$ cat src/rtl/pipe_pkg.sv
// Shared pipeline definitions: control-bundle bit positions, default widths
// and the stage payload layout used by the inter-stage registers.
package pipe_pkg;

   localparam int DATA_W_DEF = 64;
   localparam int CTRL_W_DEF = 4;
   localparam int RD_W_DEF   = 5;

   // WB bits in the upper half of the bundle, M bits in the lower half
   localparam int WB_REGWRITE = 3;
   localparam int WB_MEMTOREG = 2;
   localparam int M_MEMREAD   = 1;
   localparam int M_MEMWRITE  = 0;

   typedef struct packed {
      logic [CTRL_W_DEF-1:0] ctrl;
      logic [RD_W_DEF-1:0]   rd;
      logic [DATA_W_DEF-1:0] data;
   } stage_payload_t;

endpackage

$ cat src/rtl/pipe_entry_reg.sv
// One pipeline slot: valid bit plus ctrl/rd/data payload.
// Clear drops only the valid bit; load captures valid and payload together.
module pipe_entry_reg #(
   parameter int DATA_W = 64,
   parameter int CTRL_W = 4,
   parameter int RD_W   = 5
) (
   input  logic              clk_i,
   input  logic              rst_i,
   input  logic              clr_i,
   input  logic              ld_i,
   input  logic              valid_d,
   input  logic [CTRL_W-1:0] ctrl_d,
   input  logic [RD_W-1:0]   rd_d,
   input  logic [DATA_W-1:0] data_d,
   output logic              valid_q,
   output logic [CTRL_W-1:0] ctrl_q,
   output logic [RD_W-1:0]   rd_q,
   output logic [DATA_W-1:0] data_q
);

   always_ff @(posedge clk_i) begin
      if (rst_i) begin
         valid_q <= 1'b0;
         ctrl_q  <= '0;
         rd_q    <= '0;
         data_q  <= '0;
      end else if (clr_i) begin
         valid_q <= 1'b0;
      end else if (ld_i) begin
         valid_q <= valid_d;
         ctrl_q  <= ctrl_d;
         rd_q    <= rd_d;
         data_q  <= data_d;
      end
   end

endmodule

$ cat src/rtl/pipe_skid_reg.sv
// Elastic inter-stage register with valid/ready, stall and flush.
// SKID=1: head + skid slot, ready_o from a flop. SKID=0: one slot, combinational ready.
module pipe_skid_reg
   import pipe_pkg::*;
#(
   parameter int DATA_W = DATA_W_DEF,
   parameter int CTRL_W = CTRL_W_DEF,
   parameter int RD_W   = RD_W_DEF,
   parameter int SKID   = 1
) (
   input  logic              clk_i,
   input  logic              rst_i,
   input  logic              flush_i,
   input  logic              valid_i,
   output logic              ready_o,
   input  logic [CTRL_W-1:0] ctrl_i,
   input  logic [RD_W-1:0]   rd_i,
   input  logic [DATA_W-1:0] data_i,
   output logic              valid_o,
   input  logic              ready_i,
   output logic [CTRL_W-1:0] ctrl_o,
   output logic [RD_W-1:0]   rd_o,
   output logic [DATA_W-1:0] data_o,
   output logic [1:0]        count_o
);

   logic              accept, emit;
   logic              main_v, main_ld, main_vd;
   logic [CTRL_W-1:0] main_ctrl, main_cd;
   logic [RD_W-1:0]   main_rd, main_rdd;
   logic [DATA_W-1:0] main_data, main_dd;

   assign accept = valid_i && ready_o;
   assign emit   = main_v && ready_i;

   pipe_entry_reg #(.DATA_W(DATA_W), .CTRL_W(CTRL_W), .RD_W(RD_W)) u_main (
      .clk_i   (clk_i),
      .rst_i   (rst_i),
      .clr_i   (flush_i),
      .ld_i    (main_ld),
      .valid_d (main_vd),
      .ctrl_d  (main_cd),
      .rd_d    (main_rdd),
      .data_d  (main_dd),
      .valid_q (main_v),
      .ctrl_q  (main_ctrl),
      .rd_q    (main_rd),
      .data_q  (main_data)
   );

   generate
      if (SKID != 0) begin : g_skid
         logic              skid_v, skid_ld;
         logic [CTRL_W-1:0] skid_ctrl;
         logic [RD_W-1:0]   skid_rd;
         logic [DATA_W-1:0] skid_data;

         // Skid fills only on a stalled head; it drains into the head on emit,
         // at which point ready_o is low so the load clears it.
         assign skid_ld = (main_v && !emit && accept) || (skid_v && emit);

         pipe_entry_reg #(.DATA_W(DATA_W), .CTRL_W(CTRL_W), .RD_W(RD_W)) u_skid (
            .clk_i   (clk_i),
            .rst_i   (rst_i),
            .clr_i   (flush_i),
            .ld_i    (skid_ld),
            .valid_d (accept),
            .ctrl_d  (ctrl_i),
            .rd_d    (rd_i),
            .data_d  (data_i),
            .valid_q (skid_v),
            .ctrl_q  (skid_ctrl),
            .rd_q    (skid_rd),
            .data_q  (skid_data)
         );

         assign ready_o  = !skid_v;
         assign main_ld  = (!main_v && accept) || emit;
         assign main_vd  = skid_v || accept;
         assign main_cd  = skid_v ? skid_ctrl : ctrl_i;
         assign main_rdd = skid_v ? skid_rd   : rd_i;
         assign main_dd  = skid_v ? skid_data : data_i;
         assign count_o  = {1'b0, main_v} + {1'b0, skid_v};
      end else begin : g_single
         assign ready_o  = !main_v || ready_i;
         assign main_ld  = accept || emit;
         assign main_vd  = accept;
         assign main_cd  = ctrl_i;
         assign main_rdd = rd_i;
         assign main_dd  = data_i;
         assign count_o  = {1'b0, main_v};
      end
   endgenerate

   // Bubbles carry zero control so no memory or writeback strobe leaks out
   assign valid_o = main_v;
   assign ctrl_o  = main_v ? main_ctrl : '0;
   assign rd_o    = main_rd;
   assign data_o  = main_data;

endmodule

$ cat config.mk
export PLATFORM = sky130hd
export DESIGN_NAME = pipe_skid_reg
export DESIGN_NICKNAME = d
export VERILOG_FILES = /design/src/rtl/pipe_pkg.sv /design/src/rtl/pipe_entry_reg.sv /design/src/rtl/pipe_skid_reg.sv
export SDC_FILE = /design/constraint.sdc
export NUM_CORES = 1
export LEC_CHECK = 0
export BUFFER_PORTS_ARGS = -buffer_cell sky130_fd_sc_hd__buf_2
export CORE_ASPECT_RATIO = 1.25
export CORE_UTILIZATION = 54
export CTS_CLUSTER_SIZE = 40
export DETAILED_ROUTE_END_ITERATION = 16
export GPL_TIMING_DRIVEN = 0
export PLACE_DENSITY = 0.91
export RECOVER_POWER = 25
export SLEW_MARGIN = 10
export SYNTH_ARGS = -nofsm -noshare
export SYNTH_HDL_FRONTEND = slang
export SYNTH_SLANG_ARGS = --single-unit
$ cat constraint.sdc
create_clock -name clk_i -period 1.5 [get_ports clk_i]
set_input_delay 0.225 -clock clk_i [delete_from_list [all_inputs] [get_ports clk_i]]
set_output_delay 0.225 -clock clk_i [all_outputs]
set_load 0.01 [all_outputs]
-- Yosys cells after proc, flatten, opt, wreduce, memory -nomap -nowiden
Index checks and enable logic that the tools add are counted.
W data, S select, Z words.
- add/subtract/negate cells: 1
- muxes and demuxes: 4
- bitwise operators: 1
- reduce and logical (&&, ||, !) cells: 15
- operators with widths (operator ; count):
    $mux W64 ; 1
    $mux W4 ; 2
    $logic_and A1 B1 Y1 ; 6
    $mux W5 ; 1
    $reduce_and A2 Y1 ; 2
    $logic_not A1 Y1 ; 3
    $logic_or A1 B1 Y1 ; 3
    $add A1 B1 Y2 ; 1
    $reduce_or A2 Y1 ; 1
    $not A1 Y1 ; 1
- register bits: 148
- input port bits: 78

-- Longest topological paths before layout
Gate-level depths: netlist of the first run.
- depth in word-level cells: 6
- mapped depth: 6
- gate-level depth less buffers: 3

-- Modules after synthesis
From an unflattened synthesis of the first run, not the netlist that was laid out.
- cell total of the unflattened synthesis: 765
- area total of the unflattened synthesis: 8544.4 µm²
- by module, submodules not included (module ; times used ; cells each ; area each (µm²)):
    pipe_entry_reg ; 2 ; 336 ; 3752.3
    pipe_skid_reg ; 1 ; 93 ; 1039.7

-- Least setup slack after synthesis of the first run
Ideal clock, no wire load.
- kind: register to register
- start: reg u_main.valid_q
- end: reg u_main.ctrl_q[0]
- library setup time: 0.087 ns
- arrival: 1.342 ns
- data required time: 1.413 ns
- slack: 0.071 ns
- cell stages (with the launch flop): 7
- buffers on the path: 3
- period minus slack after synthesis: 1.429 ns
- path through: dfxtp_1 > buf_4 > nand2_2 > o22a_1 > buf_6 > buf_6 > a221oi_2
- longest elaborated chain between the ends: 4
- ends and longest elaborated chain (what ; line ; RTL):
    from (decl) ; pipe_entry_reg.sv:16 ; output logic valid_q,
    from (signal assigned) ; pipe_entry_reg.sv:31 ; valid_q <= valid_d;
    $logic_not A1 Y1 ; pipe_skid_reg.sv:78 ; assign main_ld = (!main_v && accept) || emit;
    $logic_and A1 B1 Y1 ; pipe_skid_reg.sv:78 ;
    $logic_or A1 B1 Y1 * ; pipe_skid_reg.sv:78 ;
    $reduce_and A2 Y1 (no source line) * ; n/a ;
    to (signal assigned) ; pipe_entry_reg.sv:32 ; ctrl_q <= ctrl_d;
    to (decl) ; pipe_entry_reg.sv:17 ; output logic [CTRL_W-1:0] ctrl_q,
Every way passes the cells marked *; elsewhere a longest branch is shown, timed or not.
A chain may end at the register's enable or synchronous reset.

-- Final worst setup path of the first run
- start: reg g_skid.u_skid.valid_q
- end: reg g_skid.u_skid.data_q[63]
- longest elaborated chain between the ends: 5
- ends and longest elaborated chain (what ; line ; RTL):
    from (decl) ; pipe_entry_reg.sv:16 ;
    from (signal assigned) ; pipe_entry_reg.sv:31 ;
    $logic_not A1 Y1 ; pipe_skid_reg.sv:77 ; assign ready_o = !skid_v;
    $logic_and A1 B1 Y1 ; pipe_skid_reg.sv:33 ; assign accept = valid_i && ready_o;
    $logic_and A1 B1 Y1 ; pipe_skid_reg.sv:60 ; assign skid_ld = (main_v && !emit && accept) || (skid_v && emit);
    $logic_or A1 B1 Y1 * ; pipe_skid_reg.sv:60 ;
    $reduce_and A2 Y1 (no source line) * ; n/a ;
    to (signal assigned) ; pipe_entry_reg.sv:34 ; data_q <= data_d;
    to (decl) ; pipe_entry_reg.sv:19 ; output logic [DATA_W-1:0] data_q
Marks and branches as above.

==> results of run 1 <==
==> cell families after synthesis <==
group,after synthesis,share of synthesized area (%)
adder cells (fa/ha/maj),1,0.192
AO/OA/AOI/OAI,227,35.7
buffers and inverters,138,10.1
AND/OR/NAND/NOR,86,8.46
flip-flops,148,45.5
==> worst min path at each step <==
stage,from,endpoint,slack [ps]
CTS,data_i[20],g_skid.u_skid.data_q[20],20
floorplan,ctrl_i[0],g_skid.u_skid.ctrl_q[0],350
finish,data_i[20],g_skid.u_skid.data_q[20],40
detailed placement,u_main.data_q[35],u_main.data_q[35],450
global placement,u_main.data_q[50],u_main.data_q[50],450
global route,data_i[28],g_skid.u_skid.data_q[28],40
==> what timing repair did <==
action	in CTS	in global routing
gates cloned	2	5
pin swaps	3	61
setup endpoints to repair	146	142
resized for setup	41	79
hold buffers	0	0
hold endpoints to repair	0	0
buffers inserted	6	3
==> stage by stage <==
| step | cells | cell area, sq um |
|---|---|---|
| finish | 963 | 8700 |
| CTS | 955 | 8250 |
| global route | 963 | 8700 |
| detailed placement | 915 | 7480 |
| floorplan | 600 | 6510 |
| global placement | 915 | 7480 |
==> cell type report <==
class,instances,area (sq um)
Buffer,63,574
Sequential cell,148,2970
Fill cell,813,2970
Clock inverter,12,128
Clock buffer,20,467
Tap cell,161,201
Multi-Input combinational cell,314,3110
Timing Repair Buffer,170,971
Inverter,75,282
==> layer usage <==
layer  track usage, %  part of all wire, %
met2             50.0                   51
met1             33.5                   39
met3             6.73                  6.0
met4             13.9                  4.7
met5                0                0.041
==> sequential cells by signal, indices dropped and copies added (netlist names) <==
signal,flops
g_skid.u_skid.data_q,64
g_skid.u_skid.valid_q,1
g_skid.u_skid.rd_q,5
u_main.rd_q,5
g_skid.u_skid.ctrl_q,4
u_main.data_q,64
u_main.valid_q,1
u_main.ctrl_q,4
==> cells in the mapped netlist, drive strengths merged <==
| library cell | instances |
|---|---|
| a211oi | 73 |
| a21o | 1 |
| a21oi | 2 |
| a221oi | 73 |
| a22o | 73 |
| and2 | 78 |
| buf | 34 |
| clkbuf | 29 |
| dfxtp | 148 |
| ha | 1 |
| inv | 75 |
| nand2 | 1 |
| nand2b | 1 |
| nor2 | 1 |
| nor2b | 1 |
| nor3b | 2 |
| o211a | 1 |
| o21ai | 2 |
| o22a | 1 |
| o22ai | 1 |
| or2 | 2 |
==> worst max-delay path: cells and delay by family (launching register included) <==
family,cells,cell delay (ps)
and+or+nand+nor,1,160
DFF,1,380
buffers and inverters,3,440
AOI/OAI and AO/OA,2,460
==> where the power goes <==
| group | total [mW] | leakage [nW] | switching [mW] | internal [mW] |
|---|---|---|---|---|
| clock network | 4.27 | 0.284 | 1.69 | 2.58 |
| logic | 1.41 | 2.00 | 0.800 | 0.610 |
| registers | 4.22 | 1.21 | 0.104 | 4.12 |
==> results.yml, run 1 <==
drt:
  viasPerCell: 6.05
  drtIter0Drc: 290
  num_vias: 5828
  drt-total-wl_microns: 19600
  ant_nets: 0
  wl_per_cell_microns: 20.4
  drtPass1Iterations: 4
  route.detailed.drc: 0
sta:
  fin_ws_ps: -71.2
  post-route-period-util_pct: 105
  timing.final.crit_period_ps: 1570
  max_freq_ghz: 0.636
  tns_ps: -1610
  rsz0062_at_grt: "yes"
  fin_skew_ps: 14.4
  setup_viol: 86
  slew_violations: 0
  hold_ws_ps: 36.2
  finalHoldViolCount: 0
  worst_pin_slew_ps: 818
  max_slew_margin_pct: 45.4
yosys:
  netlist_instances: 600
  yosys_warnings: 0
  synth.distinct_cells: 28
  synth_top_area_share_pct: 45.5
  synth-seq-cells: 148
  synth.net_count: 679
  seq_area_frac_synth_pct: 45.5
  yosysTopAreaCell: "dfxtp_1"
  ys_top_cells_by_area: "dfxtp_1, a221oi_2, a22o_1"
  netlist_area_sq_um: 6510
  synth.avg_cell_area_sq_um: 10.9
global_route:
  grt_pass1_vias: 5799
  grt_usage_pct: 29.1
  grt_pass1_wl_microns: 28800
  antenna_found_initial: 1
  grt_overflow: 0
  grt_max_degree: 17
placed_design:
  io_buffers: 154
  dp_slack_ps: -314
  dp_hpwl_microns: 12100
  gp_congestion: 0.779
layout:
  syn_to_final_growth_pct: 33.6
  layout_commonest_cell: "dfxtp_1"
  final_cell_mix: "dfxtp_1, buf_2, and2_1"
  post-route-util_pct: 74.6
  drive_above_1_share_pct: 40.9
  layout.nets: 868
  antenna_cells: 0
clock_network:
  cts_sinks: 148
  clock_latency_ps: 410
  path_clk_slew_ps: 70
  cts_tree: "done"
  clockBufferDepth: 2
  htreeDepth: 4
  cts_buffers: 17
  cts-root-buf: "clkbuf_16"
status:
  status: "finished with violations"
  violations: "setup timing"
die:
  die_w_microns: 100
  fp.dieH_microns: 125
  rows: 44
  pin_count: 155
  initial_core_util_pct: 55.8
  dieArea_sq_um: 12500
  coreArea_sq_um: 11700
worst_setup_path:
  r2r_slack_ps: -70
  worst-r2r-cell-count: 6
  reg2reg_to: "g_skid.u_skid.data_q[63]"
  worstPathCellList: "buf_6, and2_1, o211a_4, buf_12, clkbuf_16, a22o_1"
  required_ps: 1790
  crit_slowest_cell: "dfxtp_4"
  cp-start-kind: "flop"
  timing.critical_path.from: "g_skid.u_skid.valid_q"
  cp_data_arrival_time_ps: 1860
  endpoint: "g_skid.u_skid.data_q[63]"
  slowest_delay_ps: 380
  path_class: "reg -> reg"
  critPathMaxFanout: 7
  cp-end-kind: "flop"
  r2r-start: "g_skid.u_skid.valid_q"
pwr:
  vdd_drop_max_v: 0.000729
  power_mw: 9.90
  p_per_area_nw_per_um2: 1140
  leakagePower_nw: 3.50
flow_run:
  drv_cap: 0
hold_path:
  hold_depth: 2
  hold_path.class: "in -> reg"
(Power assumes the default switching activity.)
==> run 2: changes to the inputs <==
--- a/config.mk
+++ b/config.mk
@@ -11,6 +11,7 @@
 export CTS_CLUSTER_SIZE = 40
 export DETAILED_ROUTE_END_ITERATION = 16
 export GPL_TIMING_DRIVEN = 0
+export HOLD_SLACK_MARGIN = 0.05
 export PLACE_DENSITY = 0.91
 export RECOVER_POWER = 25
 export SLEW_MARGIN = 10
==> run 2 against run 1 <==
The flow still finishes with violations (setup timing). Critical path depth is the same. Global-route usage grew 0.80 points. Register-to-register slack is essentially flat. Sequential power is essentially flat. Via count grew 3.4%. Setup slack lost 1.1 ps. Sequential share of layout area shrank 1.5 points. Clock power is essentially flat. Total power grew 1.2%. Count of clock-buffer cells in the layout is the same. Combinational power grew 8%. Highest routed layer is now met4.
==> results.yml, run 2 (synthesized netlist as in run 1, its figures left out) <==
status:
  status: "finished with violations"
  violations: "setup timing"
clock_network:
  cts-root-buf: "clkbuf_16"
  clockBufferDepth: 2
  cts_sinks: 148
  htreeDepth: 4
  cts_tree: "done"
  cts_buffers: 17
  path_clk_slew_ps: 60
  clock_latency_ps: 410
die:
  die_w_microns: 100
  dieArea_sq_um: 12500
  initial_core_util_pct: 55.8
  coreArea_sq_um: 11700
  pin_count: 155
  rows: 44
  fp.dieH_microns: 125
sta:
  timing.final.crit_period_ps: 1570
  finalHoldViolCount: 0
  hold_ws_ps: 58.9
  setup_viol: 71
  tns_ps: -974
  worst_pin_slew_ps: 830
  max_freq_ghz: 0.636
  max_slew_margin_pct: 44.7
  slew_violations: 0
  fin_ws_ps: -72.3
  rsz0062_at_grt: "yes"
  post-route-period-util_pct: 105
  fin_skew_ps: 10.4
worst_setup_path:
  timing.critical_path.from: "u_main.valid_q"
  cp_data_arrival_time_ps: 1880
  crit_cells: 6
  r2r_slack_ps: -70
  path_delay_family: "compound AO/OA/AOI/OAI gates"
  endpoint: "u_main.data_q[62]"
  cp-end-kind: "flop"
  slowest_delay_ps: 370
  cp-start-kind: "flop"
  path_class: "reg -> reg"
  worstPathCellList: "buf_6, nand2_4, o22a_4, clkbuf_16, clkbuf_16, a221oi_2"
  crit_slowest_cell: "dfxtp_4"
  worst-path-buf-inv: 3
  critPathMaxFanout: 7
  reg2reg_to: "u_main.data_q[62]"
  worst-r2r-cell-count: 6
  required_ps: 1810
  crit_path_frequent_cell: "clkbuf_16"
  r2r-start: "u_main.valid_q"
pwr:
  leakagePower_nw: 3.67
  p_per_area_nw_per_um2: 1100
  vdd_drop_max_v: 0.000624
drt:
  viasPerCell: 6.04
  drt-total-wl_microns: 20500
  num_vias: 6029
  wl_per_cell_microns: 20.6
  drtIter0Drc: 343
  drtPass1Iterations: 9
  ant_nets: 0
  route.detailed.drc: 0
placed_design:
  dp_slack_ps: -314
  dp_hpwl_microns: 12100
  gp_congestion: 0.779
  io_buffers: 154
  dp.cells: 915
layout:
  antenna_cells: 0
  reg_top3: "g_skid.u_skid.data_q x64, u_main.data_q x64"
  fillers: 741
  syn_to_final_growth_pct: 40.0
  drive_above_1_share_pct: 39.3
  final_cell_mix: "dfxtp_1, buf_2, and2_1"
  layout.nets: 904
  multi_input_area_sq_um: 3120
  layout_commonest_cell: "dfxtp_1"
  regArea_sq_um: 2970
  instances_no_fill: 999
global_route:
  grt_overflow: 0
  grt_max_degree: 17
  grt_pass1_wl_microns: 29500
  grt_usage_pct: 29.9
  antenna_found_initial: 0
  grt_pass1_vias: 5968
hold_path:
  hold_path.class: "in -> reg"
flow_run:
  drv_cap: 0
[run 2: changes by cell type in the layout (fill, tap and decap cells not counted), moves of 2 or more]
cell,delta
dlygate4sd3_1,+31
a211oi_1,+4
a211oi_2,-4
buf_2,-3
buf_4,+3
buf_6,-3
buf_12,+2
clkbuf_1,+2
clkbuf_16,+2
clkbuf_4,+2
[run 2: timing repair]
item                                   4_1_cts  5_1_grt
setup endpoints to repair                  146      142
gates cloned                                 2        7
hold buffers                                31        0
buffers inserted                             6        6
resized for setup                           41       81
pin swaps                                    3       60
endpoints found under the hold margin       31        0
[run 2: layout make-up]
type	count	share of cell area (%)
inverter	75	3.12
multi-input combinational	314	34.3
tap	161	2.21
sequential	148	32.6
clock buffer	20	5.12
buffer	63	6.41
clock inverter	12	1.40
timing repair buffer	206	14.9
[run 2: metrics by stage]
step | power (mW) | area [sq um] | util (%)
floorplan | 5.05 | 6510 | -
global placement | 5.45 | 7480 | 64.1
detailed placement | 5.51 | 7480 | 64.1
CTS | 9.79 | 8560 | 73.4
global route | 10.3 | 9110 | 78.1
finish | 10.0 | 9110 | 78.1
[run 2: power breakdown]
part           leakage, nW  switching [mW]  internal, mW
clock                0.284            1.70          2.58
sequential            1.21           0.107          4.12
combinational         2.17           0.834         0.691
[run 2: worst reg2reg max path, delay by kind of cell, from the launching register on]
family / cells / cell delay [ps]
AOI/OAI and AO/OA: 2 / 560
buffers and inverters: 3 / 470
DFF: 1 / 370
and+or+nand+nor: 1 / 60
[run 2: how the worst min path moves through the flow]
stage                                    end  cells after the start              start  slack (ps)
finish              g_skid.u_skid.data_q[35]                      2         data_i[35]          60
floorplan            g_skid.u_skid.ctrl_q[0]                      1          ctrl_i[0]         350
global placement           u_main.data_q[50]                      2  u_main.data_q[50]         450
detailed placement         u_main.data_q[35]                      2  u_main.data_q[35]         450
global route        g_skid.u_skid.data_q[15]                      2         data_i[15]          60
CTS                 g_skid.u_skid.data_q[15]                      2         data_i[15]          50
[run 2: per-layer routing]
| metal | global-route usage (%) | vias to the layer above | share of wire, % |
|---|---|---|---|
| met5 | 0 | - | 0 |
| met4 | 14.2 | 0 | 3.9 |
| met3 | 6.45 | 68 | 5.5 |
| met2 | 52.1 | 287 | 53 |
| met1 | 34.1 | 2980 | 38 |
| li1 | - | 2694 | - |
==> run 3: changes to the inputs <==
--- a/config.mk
+++ b/config.mk
@@ -12,7 +12,7 @@
 export DETAILED_ROUTE_END_ITERATION = 16
 export GPL_TIMING_DRIVEN = 0
 export HOLD_SLACK_MARGIN = 0.05
-export PLACE_DENSITY = 0.91
+export PLACE_DENSITY = 0.8
 export RECOVER_POWER = 25
 export SLEW_MARGIN = 10
 export SYNTH_ARGS = -nofsm -noshare
==> run 3 against run 2 <==
The flow still finishes with violations (setup timing). Core utilization increased by 0.50 points. Combinational power is 3% lower. Count of clock-buffer cells in the layout stayed put. Sequential power about the same. Final cell count up 1.9%. Via count is 3.1% lower. Critical path depth is 1 lower. Sequential share of layout area down 0.21 points. Flip-flop and latch count unchanged. Die area unchanged.
==> results.yml, run 3 (synthesized netlist as in run 1, its figures left out) <==
placed_design:
  dp_slack_ps: -276
  gp_congestion: 0.797
  dp_hpwl_microns: 11500
  io_buffers: 154
pwr:
  sw_frac_of_total_pct: 25.2
  switchingPower_mw: 2.55
  power.share.combinational_pct: 14.7
  p_per_area_nw_per_um2: 1100
  p_int_mw: 7.56
  leakagePower_nw: 3.62
  vdd_drop_max_v: 0.000693
  clockPowerShare_pct: 43.6
  pwr-share-seq_pct: 41.7
clock_network:
  clock_latency_ps: 420
  cts_sinks: 148
  htreeDepth: 4
  clockBufferDepth: 2
  cts_tree: "done"
  cts-root-buf: "clkbuf_16"
  path_clk_slew_ps: 60
  cts_buffers: 17
sta:
  post-route-period-util_pct: 102
  fin_ws_ps: -24.4
  fin_skew_ps: 6.63
  max_freq_ghz: 0.656
  timing.final.crit_period_ps: 1520
  slew_violations: 0
  worst_pin_slew_ps: 814
  rsz0062_at_grt: "yes"
  max_slew_margin_pct: 45.7
  setup_viol: 2
  finalHoldViolCount: 0
worst_setup_path:
  crit_path_frequent_cell: "clkbuf_4"
  path_delay_family: "buffers and inverters"
  r2r_slack_ps: -20
  required_ps: 1760
  cp-end-kind: "flop"
  worst-r2r-cell-count: 5
  crit_slowest_cell: "dfxtp_4"
  path_class: "reg -> reg"
  cp_data_arrival_time_ps: 1790
  worstPathCellList: "clkbuf_4, clkbuf_4, and2_1, a211oi_1, a221oi_2"
  critPathMaxFanout: 10
  cp-start-kind: "flop"
  r2r-start: "g_skid.u_skid.valid_q"
  slowest_delay_ps: 390
  worst-path-buf-inv: 2
  reg2reg_to: "u_main.data_q[35]"
layout:
  post-route-util_pct: 78.6
  final_cell_mix: "dfxtp_1, buf_2, and2_1"
  reg_top3: "g_skid.u_skid.data_q x64, u_main.data_q x64"
  antenna_cells: 0
  syn_to_final_growth_pct: 40.9
  drive_above_1_share_pct: 34.3
  layout_commonest_cell: "dfxtp_1"
  layout.nets: 923
drt:
  num_vias: 5845
  wl_per_cell_microns: 18.2
  route.detailed.drc: 0
  ant_nets: 0
  drtPass1Iterations: 4
  viasPerCell: 5.74
  drtIter0Drc: 232
  drt-total-wl_microns: 18500
global_route:
  grt_usage_pct: 29.2
  grt_max_degree: 17
  antenna_found_initial: 0
  grt_pass1_vias: 5871
  grt_overflow: 0
  grt_pass1_wl_microns: 28900
die:
  rows: 44
  initial_core_util_pct: 55.8
  dieArea_sq_um: 12500
  coreArea_sq_um: 11700
  pin_count: 155
  fp.dieH_microns: 125
  die_w_microns: 100
status:
  violations: "setup timing"
  status: "finished with violations"
hold_path:
  worstHoldStart: "rd_i[0]"
  hold_depth: 2
  hold_path.class: "in -> reg"
  hold_end: "g_skid.u_skid.rd_q[0]"
flow_run:
  drv_cap: 0
-- run 3: metal layers --
metal  share of wire [%]  track usage (%)
met1                  41             35.1
met2                  52             49.2
met3                 4.7             5.56
met4                 2.8             14.4
met5                   0                0
-- run 3: how the worst max path moves through the flow --
stage	depth (start not counted)	from	to	slack, ps
floorplan	6	u_main.valid_q	u_main.ctrl_q[0]	70
global placement	5	g_skid.u_skid.valid_q	u_main.data_q[46]	-190
detailed placement	5	g_skid.u_skid.valid_q	u_main.data_q[6]	-280
CTS	6	u_main.valid_q	u_main.data_q[31]	-20
global route	4	g_skid.u_skid.valid_q	ready_o	-60
finish	5	g_skid.u_skid.valid_q	u_main.data_q[35]	-20
-- run 3: repair_timing --
item	4_1_cts	5_1_grt
hold buffers	62	1
cloned	2	3
hold endpoints to repair	62	1
pin swaps	9	25
setup buffers	2	2
setup endpoints to repair	145	144
gates resized for setup	54	51
-- run 3: final cells by class --
class | count | area [sq um]
plain buffers | 62 | 517
clock buffers | 20 | 467
clock inverters | 12 | 153
fillers | 758 | 2500
inverters | 75 | 284
multi-input cells | 314 | 3070
flip-flops and latches | 148 | 2970
well taps | 161 | 201
repair buffers | 226 | 1520
-- run 3: metrics by stage --
stage	instances	total power, mW	cell area [sq um]	setup TNS, ps	hold WS [ps]
final	1018	10.1	9170	-40.8	62.4
after global routing	1018	10.4	9170	-243	63.6
after CTS	1012	10.0	8940	-98.5	50.3
after detailed placement	915	5.50	7480	-26100	448
after global placement	915	5.45	7480	-19450	445
after floorplan	600	5.05	6510	0	351
-- run 3: worst register-to-register path, cell delays in order (launching register included) --
cell	delay [ps]
dfxtp_4	390
clkbuf_4	210
clkbuf_4	200
and2_1	160
a211oi_1	310
a221oi_2	100
-- run 3: power by group through the flow --
stage	clock, mW	sequential, mW	combinational [mW]
floorplan	0	4.36	0.692
global route	4.61	4.24	1.58
finish	4.41	4.22	1.48
global placement	0	4.28	1.17
CTS	4.43	4.21	1.38
detailed placement	0	4.30	1.20
